## src/rtl/tile_ctrl_pkg.sv

```systemverilog
// Shared state encodings and default sizing for the tiled CNN sequencing controller.
package tile_ctrl_pkg;

  localparam int unsigned CNT_W_DEF = 8;

  typedef enum logic [2:0] {
    W_IDLE,
    W_CLR,
    W_LOAD,
    W_FULL,
    W_SWITCH,
    W_WAIT
  } w_state_e;

  typedef enum logic [1:0] {
    I_IDLE,
    I_CLR,
    I_STREAM
  } i_state_e;

endpackage

```

## src/rtl/tiled_controller_if_sequencer.sv

```systemverilog
// IF tile sequencer: streams cfg IF tiles against the active weight buffer after each switch.
module if_sequencer
  import tile_ctrl_pkg::*;
#(
  parameter int unsigned CNT_W = CNT_W_DEF
) (
  input  logic             i_clk,
  input  logic             i_rst,
  input  logic             i_start,
  input  logic [CNT_W-1:0] i_cfg_if_tiles,
  input  logic             i_if_done,
  output logic             o_if_read,
  output logic             o_clr_if,
  output logic             o_drained,
  output logic [CNT_W-1:0] o_if_tile_idx,
  output logic             o_last_done_c
);

  localparam int unsigned XW = CNT_W + 1;

  i_state_e         r_state;
  logic             r_if_read;
  logic             r_clr_if;
  logic             r_drained;
  logic [CNT_W-1:0] r_idx;
  logic             w_more;

  // Widened compare so idx+1 cannot wrap when cfg is at its maximum.
  assign w_more        = ({1'b0, r_idx} + XW'(1)) < {1'b0, i_cfg_if_tiles};
  assign o_last_done_c = (r_state == I_STREAM) && i_if_done && !w_more;

  assign o_if_read     = r_if_read;
  assign o_clr_if      = r_clr_if;
  assign o_drained     = r_drained;
  assign o_if_tile_idx = r_idx;

  always_ff @(posedge i_clk or negedge i_rst) begin
    if (!i_rst) begin
      r_state   <= I_IDLE;
      r_idx     <= '0;
      r_if_read <= 1'b0;
      r_clr_if  <= 1'b0;
      r_drained <= 1'b1;
    end else begin
      case (r_state)
        I_IDLE: begin
          if (i_start) begin
            r_state   <= I_CLR;
            r_clr_if  <= 1'b1;
            r_drained <= 1'b0;
          end
        end
        I_CLR: begin
          r_state   <= I_STREAM;
          r_clr_if  <= 1'b0;
          r_if_read <= 1'b1;
        end
        I_STREAM: begin
          if (i_if_done) begin
            r_if_read <= 1'b0;
            if (w_more) begin
              r_idx    <= r_idx + CNT_W'(1);
              r_state  <= I_CLR;
              r_clr_if <= 1'b1;
            end else begin
              r_idx     <= '0;
              r_state   <= I_IDLE;
              r_drained <= 1'b1;
            end
          end
        end
        default: begin
          r_state   <= I_IDLE;
          r_idx     <= '0;
          r_if_read <= 1'b0;
          r_clr_if  <= 1'b0;
          r_drained <= 1'b1;
        end
      endcase
    end
  end

endmodule

```

## src/rtl/tiled_controller.sv

```systemverilog
// Job sequencer for the systolic array: loads weight tiles into a double buffer and
// hands each one to the IF sequencer, optionally prefetching the next tile meanwhile.
module tiled_controller
  import tile_ctrl_pkg::*;
#(
  parameter int unsigned CNT_W   = CNT_W_DEF,
  parameter bit          OVERLAP = 1'b1
) (
  input  logic             i_clk,
  input  logic             i_rst,
  input  logic             i_start,
  input  logic [CNT_W-1:0] i_cfg_w_tiles,
  input  logic [CNT_W-1:0] i_cfg_if_tiles,
  input  logic             i_w_done,
  input  logic             i_if_done,
  output logic             o_w_read,
  output logic             o_if_read,
  output logic             o_clr_w,
  output logic             o_clr_if,
  output logic             o_switch,
  output logic             o_ready,
  output logic             o_done,
  output logic [CNT_W-1:0] o_w_tile_idx,
  output logic [CNT_W-1:0] o_if_tile_idx
);

  localparam int unsigned XW = CNT_W + 1;

  w_state_e         r_state;
  logic [CNT_W-1:0] r_w_idx;
  logic [CNT_W-1:0] r_cfg_w;
  logic [CNT_W-1:0] r_cfg_if;
  logic             r_last_w;
  logic             r_w_read;
  logic             r_clr_w;
  logic             r_switch;
  logic             r_ready;
  logic             r_done;

  logic             w_drained;
  logic             w_last_done_c;
  logic             w_accept;
  logic             w_more;
  logic             w_job_end;

  assign w_accept  = (r_state == W_IDLE) && w_drained && i_start &&
                     (i_cfg_w_tiles != '0) && (i_cfg_if_tiles != '0);
  assign w_more    = ({1'b0, r_w_idx} + XW'(1)) < {1'b0, r_cfg_w};
  assign w_job_end = r_last_w && w_last_done_c;

  assign o_w_read     = r_w_read;
  assign o_clr_w      = r_clr_w;
  assign o_switch     = r_switch;
  assign o_ready      = r_ready;
  assign o_done       = r_done;
  assign o_w_tile_idx = r_w_idx;

  // The switch pulse itself kicks off IF streaming of the newly active buffer.
  if_sequencer #(
    .CNT_W (CNT_W)
  ) u_if_seq (
    .i_clk          (i_clk),
    .i_rst          (i_rst),
    .i_start        (r_switch),
    .i_cfg_if_tiles (r_cfg_if),
    .i_if_done      (i_if_done),
    .o_if_read      (o_if_read),
    .o_clr_if       (o_clr_if),
    .o_drained      (w_drained),
    .o_if_tile_idx  (o_if_tile_idx),
    .o_last_done_c  (w_last_done_c)
  );

  always_ff @(posedge i_clk or negedge i_rst) begin
    if (!i_rst) begin
      r_state  <= W_IDLE;
      r_w_idx  <= '0;
      r_cfg_w  <= '0;
      r_cfg_if <= '0;
      r_last_w <= 1'b0;
      r_w_read <= 1'b0;
      r_clr_w  <= 1'b0;
      r_switch <= 1'b0;
      r_ready  <= 1'b1;
      r_done   <= 1'b0;
    end else begin
      r_done <= w_job_end;
      if (w_job_end) begin
        r_ready  <= 1'b1;
        r_last_w <= 1'b0;
      end
      case (r_state)
        W_IDLE: begin
          if (w_accept) begin
            r_state  <= W_CLR;
            r_clr_w  <= 1'b1;
            r_ready  <= 1'b0;
            r_w_idx  <= '0;
            r_cfg_w  <= i_cfg_w_tiles;
            r_cfg_if <= i_cfg_if_tiles;
          end
        end
        W_CLR: begin
          r_state  <= W_LOAD;
          r_clr_w  <= 1'b0;
          r_w_read <= 1'b1;
        end
        W_LOAD: begin
          if (i_w_done) begin
            r_state  <= W_FULL;
            r_w_read <= 1'b0;
          end
        end
        // Shadow buffer may only become active once the IF side has drained.
        W_FULL: begin
          if (w_drained) begin
            r_state  <= W_SWITCH;
            r_switch <= 1'b1;
          end
        end
        W_SWITCH: begin
          r_switch <= 1'b0;
          if (w_more) begin
            r_w_idx <= r_w_idx + CNT_W'(1);
            r_state <= W_WAIT;
          end else begin
            r_last_w <= 1'b1;
            r_state  <= W_IDLE;
          end
        end
        W_WAIT: begin
          if (OVERLAP || w_drained) begin
            r_state <= W_CLR;
            r_clr_w <= 1'b1;
          end
        end
        default: begin
          r_state  <= W_IDLE;
          r_w_read <= 1'b0;
          r_clr_w  <= 1'b0;
          r_switch <= 1'b0;
        end
      endcase
    end
  end

endmodule
```

## config.mk

```make
export PLATFORM = sky130hd
export DESIGN_NAME = tiled_controller
export DESIGN_NICKNAME = d
export VERILOG_FILES = /design/src/rtl/tile_ctrl_pkg.sv /design/src/rtl/tiled_controller_if_sequencer.sv /design/src/rtl/tiled_controller.sv
export SDC_FILE = /design/constraint.sdc
export NUM_CORES = 1
export LEC_CHECK = 0
export ABC_CLOCK_PERIOD_IN_PS = 3500
export CAP_MARGIN = 20
export CORE_MARGIN = 10
export CORE_UTILIZATION = 35
export DETAILED_ROUTE_END_ITERATION = 7
export SLEW_MARGIN = 20
export SYNTH_ARGS = -nofsm -noshare
export SYNTH_HDL_FRONTEND = slang
export SYNTH_SLANG_ARGS = --single-unit
export TNS_END_PERCENT = 100
```

## constraint.sdc

```tcl
create_clock -name i_clk -period 3.5 [get_ports i_clk]
set_input_delay 0.7 -clock i_clk [delete_from_list [all_inputs] [get_ports i_clk]]
set_output_delay 0.7 -clock i_clk [all_outputs]
set_load 0.02 [all_outputs]
```

After elaboration in Yosys (flattened, before gate mapping)
Index checks and enable logic that the tools add are counted.

Register bits after elaboration: 46. Bits in latches: 0. RAM bits: 0. Bits in read-only memories: 0. Input bits: 21. Output and inout bits: 23. Memories: 0.

Add/subtract/negate cells: 4. Multipliers: 0. Divide/modulo/power cells: 0. Order comparisons: 2. Eq/ne operators: 15. Shift operators: 0. Multiplexer cells: 37. Bitwise gates (word level): 6. Reductions and logical operators: 28.

Operator list (number): $mux W8 (4); $pmux W8 S2 (2); $add A8 B1 Y9 const B (2); $lt A9 B8 Y1 (2); $pmux W3 S6 (1); $mux W1 (17); $add A8 B1 Y8 const B (2); $reduce_bool A8 Y1 (2); $reduce_and A2 Y1 (7); $mux W3 (4); $ne A2 B2 Y1 const B (6); $pmux W1 S3 (4); $reduce_and A3 Y1 (3); $reduce_or A4 Y1 (2); $logic_and A1 B1 Y1 (7); $eq A3 B2 Y1 const B (2); $eq A3 B3 Y1 const B (2); $not A1 Y1 (6); $pmux W2 S3 (1); $mux W2 (2); $ne A2 B1 Y1 const B (2); $pmux W1 S2 (2); $reduce_and A4 Y1 (1); $eq A3 B1 Y1 const B (1); 8 further kinds (8).

Depth between registers and ports, before layout
Word-level depth: 8. Mapped depth: 12. Gate-level depth less buffers: 11.

Cells and area by module
From an unflattened synthesis, not the netlist that was laid out.

Cell total of the unflattened synthesis: 241. Area total of the unflattened synthesis: 2638.8 um2.

By module, submodules not included: tiled_controller (instances 1, cells an instance 155, area each 1778.0 um2, seq. area each 827.0 um2); if_sequencer (instances 1, cells an instance 86, area each 860.8 um2, seq. area each 326.6 um2).

Least setup slack after synthesis
Ideal clock, no wire load.

Path type: reg-to-reg. Start: reg u_if_seq.r_idx[0], in the netlist u_if_seq.o_if_tile_idx[0]. End: reg u_if_seq.r_idx[5], in the netlist u_if_seq.o_if_tile_idx[5]. Setup time: 0.077 ns. Arrival time: 2.993 ns. Required time: 3.423 ns. Setup slack: 0.430 ns. Stages on the path, launching flop included: 11. Buffers on the path: 0. Cell sequence: dfrtp_1 ha_1 nand3_1 or3_1 nand2_1 ha_1 a21o_1 a221o_1 or4_4 or3_1 o21ai_1.

Cells in the longest elaborated chain, start to end: 5. Elaborated cells between the ends (all ways): 6.

Ends and longest elaborated chain: start, declared (RTL line tiled_controller_if_sequencer.sv:25) `logic [CNT_W-1:0] r_idx;`; start signal, assigned (RTL line tiled_controller_if_sequencer.sv:62) `r_idx <= r_idx + CNT_W'(1);`; $add A8 B1 Y9 (RTL line tiled_controller_if_sequencer.sv:29) `assign w_more = ({1'b0, r_idx} + XW'(1)) < {1'b0, i_cfg_if_tiles};`; $lt A9 B8 Y1 (RTL line tiled_controller_if_sequencer.sv:29); $mux W8 (*) (RTL line tiled_controller_if_sequencer.sv:61) `if (w_more) begin`; $mux W8 (*) (RTL line tiled_controller_if_sequencer.sv:59) `if (i_if_done) begin`; $pmux W8 S2 (*) (RTL line tiled_controller_if_sequencer.sv:45) `case (r_state)`.

Every way passes the cells marked *; elsewhere a longest branch is shown, timed or not. The select of a mux whose other input is x is not followed. A chain may end at the register's enable or synchronous reset.

Worst setup path after layout
Ends and elaborated chain as after synthesis.

==> key figures <==
Synthesis
  • FFs w/ async S/R, synth: 1.00
  • Post-synth EDFFs: 0
  • Largest family of logic cells by synthesized area: compound AO/OA/AOI/OAI gates
  • Register area share after synthesis: 0.454
  • Post-synthesis xor/xnor area fraction: 0.0310
  • Mapped Cells: 244
  • Top-count cell post-synth: dfrtp_1
  • Synth area leaders: dfrtp_1 (43%), mux2_2 (8.9%), ha_1 (7.9%), inv_1 (3.5%), nand2_1 (2.2%)
  • Mapped Area: 2540 sq um
  • Yosys warning total: 0
  • Post-synth top area share: 0.433
  • FF+latch count, synth: 46
  • Syn_nets: 281
  • Complex-gate fraction of the synthesized area: 0.162
  • Main flop type after synthesis: dfrtp_1
  • Top cells by count, synth: dfrtp_1 (44), inv_1 (24), mux2_2 (20)
  • Syn Area/Cell: 10.4 sq um
  • Post-synthesis adder-cell area fraction: 0.0787
  • Simple-gate share of the synthesized area: 0.139
  • Mux share of post-synthesis cell area: 0.0885
  • Synth cell types: 49
  • Leading area contributor after synthesis: dfrtp_1

Floorplanning
  • Initial Util: 0.354
  • Die width: 105 um
  • Top Ports: 44
  • Die height: 105 um
  • Row count: 31
  • Die area: 11100 sq um
  • Core area: 7180 sq um

Placed design
  • DP HPWL: 4.48 mm
  • Instance area at placement: 3090 sq um
  • Gpl congestion: 0.833
  • I/O Buffers: 43

Finish
  • Share of cells above drive strength 1: 0.144
  • Area Growth Syn to Fin: 25.0%
  • Diode count: 0
  • Design area: 3180 sq um
  • Final core utilization: 0.443
  • # nets final: 328

Setup path
  • Crit end category: flip-flop
  • Flop2flop setup slack: 0.38 ns
  • WS Path Type: reg -> reg
  • CP max FO: 7
  • WP data required: 3.73 ns
  • Setup crit start kind: flip-flop
  • Worst r2r path cells: 10
  • Crit path DAT: 3.35 ns

Clock network
  • Gates resized, CTS repair: 0
  • H-tree Lvls: 2
  • Total CTS buffers: 5
  • CTS root buf: clkbuf_8
  • Post CTS Setup Buffer Count: 0
  • CTS tree: done
  • CTS sink cnt: 46
  • Skew-Pair Late Insertion Delay: 0.30 ns
  • Clock slew at reported path FFs: 0.08 ns
  • Hold Buf Count CTS: 0
  • Clock Path Buffers: 2

GRT
  • Gr usage total: 0.112
  • First-pass GRT wire length: 10.3 mm
  • Largest net degree at the start of global routing: 47
  • Total gr overflow: 0
  • Initial antenna violation count: 0
  • Vias in the first global route: 2145

Run
  • Max-cap violations: 0

STA
  • RSZ-0062 raised after global routing: no
  • Fmax: 320 MHz
  • Setup Skew: 0.0116 ns
  • Minimum clock period after layout: 3.12 ns
  • Setup_tns: 0 ns
  • Slew Viols, Final: 0
  • Worst-Margin Slew: 0.695 ns
  • Setup violators final: 0
  • Final period utilization: 0.892
  • Max-slew headroom: 0.536
  • WHS: 0.392 ns
  • Fin. Hold Viols: 0

Drt
  • Routed wire length: 6.07 mm
  • Final ANT Viol Nets: 0
  • Post-DR wirelength/cell: 15.5 um
  • Vias: 2014
  • Initial DRT Pass Iterations: 4
  • # DRC: 0
  • Via/cell ratio: 5.15
  • DR iter-0 viols: 57

Power
  • Power density over the cells: 692 nW/um^2
  • Peak VDD IR: 0.317 mV
  • Static Leak: 1.48 nW

Status
  • Status: finished clean

Min path
  • HP Class: in -> async
through the flow:
stage	instances	worst slack, ns	power (mW)
2_1_floorplan	244	0.430	1.52
4_1_cts	391	0.368	2.23
5_1_grt	391	0.142	2.39
6_report	391	0.378	2.20
3_5_place_dp	383	0.397	1.87
3_3_place_gp	383	0.472	1.86
flip-flops by register name (all words and copies together) (netlist names), 2 cells and up:
name and count:
r_cfg_w 8, u_if_seq.o_if_tile_idx 8, o_w_tile_idx 8, r_cfg_if 8, u_if_seq.r_state 2, r_state 3
critical path: stages, from the launching register on:
cell     delay, ns
dfrtp_1       0.44
ha_1          0.24
nand3_1       0.16
or3_1         0.39
nand2_1       0.08
ha_1          0.23
and3_1        0.20
a221o_1       0.33
or4_4         0.58
or3_1         0.32
o21ai_1       0.07
cells in the final DEF, fill, tap and decap left out, types with 4 or more instances in the layout:
cell,count
a22o_1,5
ha_1,16
buf_4,4
xor2_1,4
clkbuf_8,6
dfrtp_1,44
nand2b_1,5
xnor2_1,5
nand2_1,15
inv_1,24
clkdlybuf4s50_1,42
mux2_2,20
o21ai_0,11
nor4_1,5
and3_1,6
a21oi_1,8
a21o_1,6
nand3_1,11
nor2_1,7
logic make-up (layout without fill, tap and decap cells):
family | Yosys count | in the layout
compound gates | 58 | 58
xor+xnor | 9 | 9
fa+ha+maj | 16 | 16
buf+inv | 30 | 78
flops | 46 | 46
mux | 20 | 20
simple gates | 65 | 65
worst paths after layout:
kind	from	end
worst max-delay path	u_if_seq.o_if_tile_idx[0]	u_if_seq.o_if_tile_idx[5]
worst min-delay path	i_rst	r_cfg_w[4]
worst max register to register	u_if_seq.o_if_tile_idx[0]	u_if_seq.o_if_tile_idx[5]
worst min register to register	u_if_seq.o_if_read	u_if_seq.o_if_read
max in group asynchronous	i_rst	r_cfg_if[3]
min in group i_clk	u_if_seq.o_if_read	u_if_seq.o_if_read
where the power goes:
group | switching (mW) | internal (mW) | total [mW]
clock | 0.183 | 0.160 | 0.342
combinational | 0.465 | 0.475 | 0.940
sequential | 0.188 | 0.730 | 0.918
layout make-up:
class                      instances  area (sq um)
fill                             686          4000
multi-input combinational        168          1270
sequential                        46          1150
timing repair buffer              46           450
tap                               99           124
inverter                          24          90.1
clock buffer                       7          86.3
clock inverter                     1          5.00
per-layer routing:
layer  up-vias  wire length, um  track usage  share of wire
li1        976                -            -              -
met1       981             2850        0.144           0.47
met2        50             2810        0.176           0.46
met3         7              348       0.0353          0.057
met4         0               63       0.0353          0.010
met5         -                0            0              0
No activity file was read; power rests on OpenSTA's default activity.
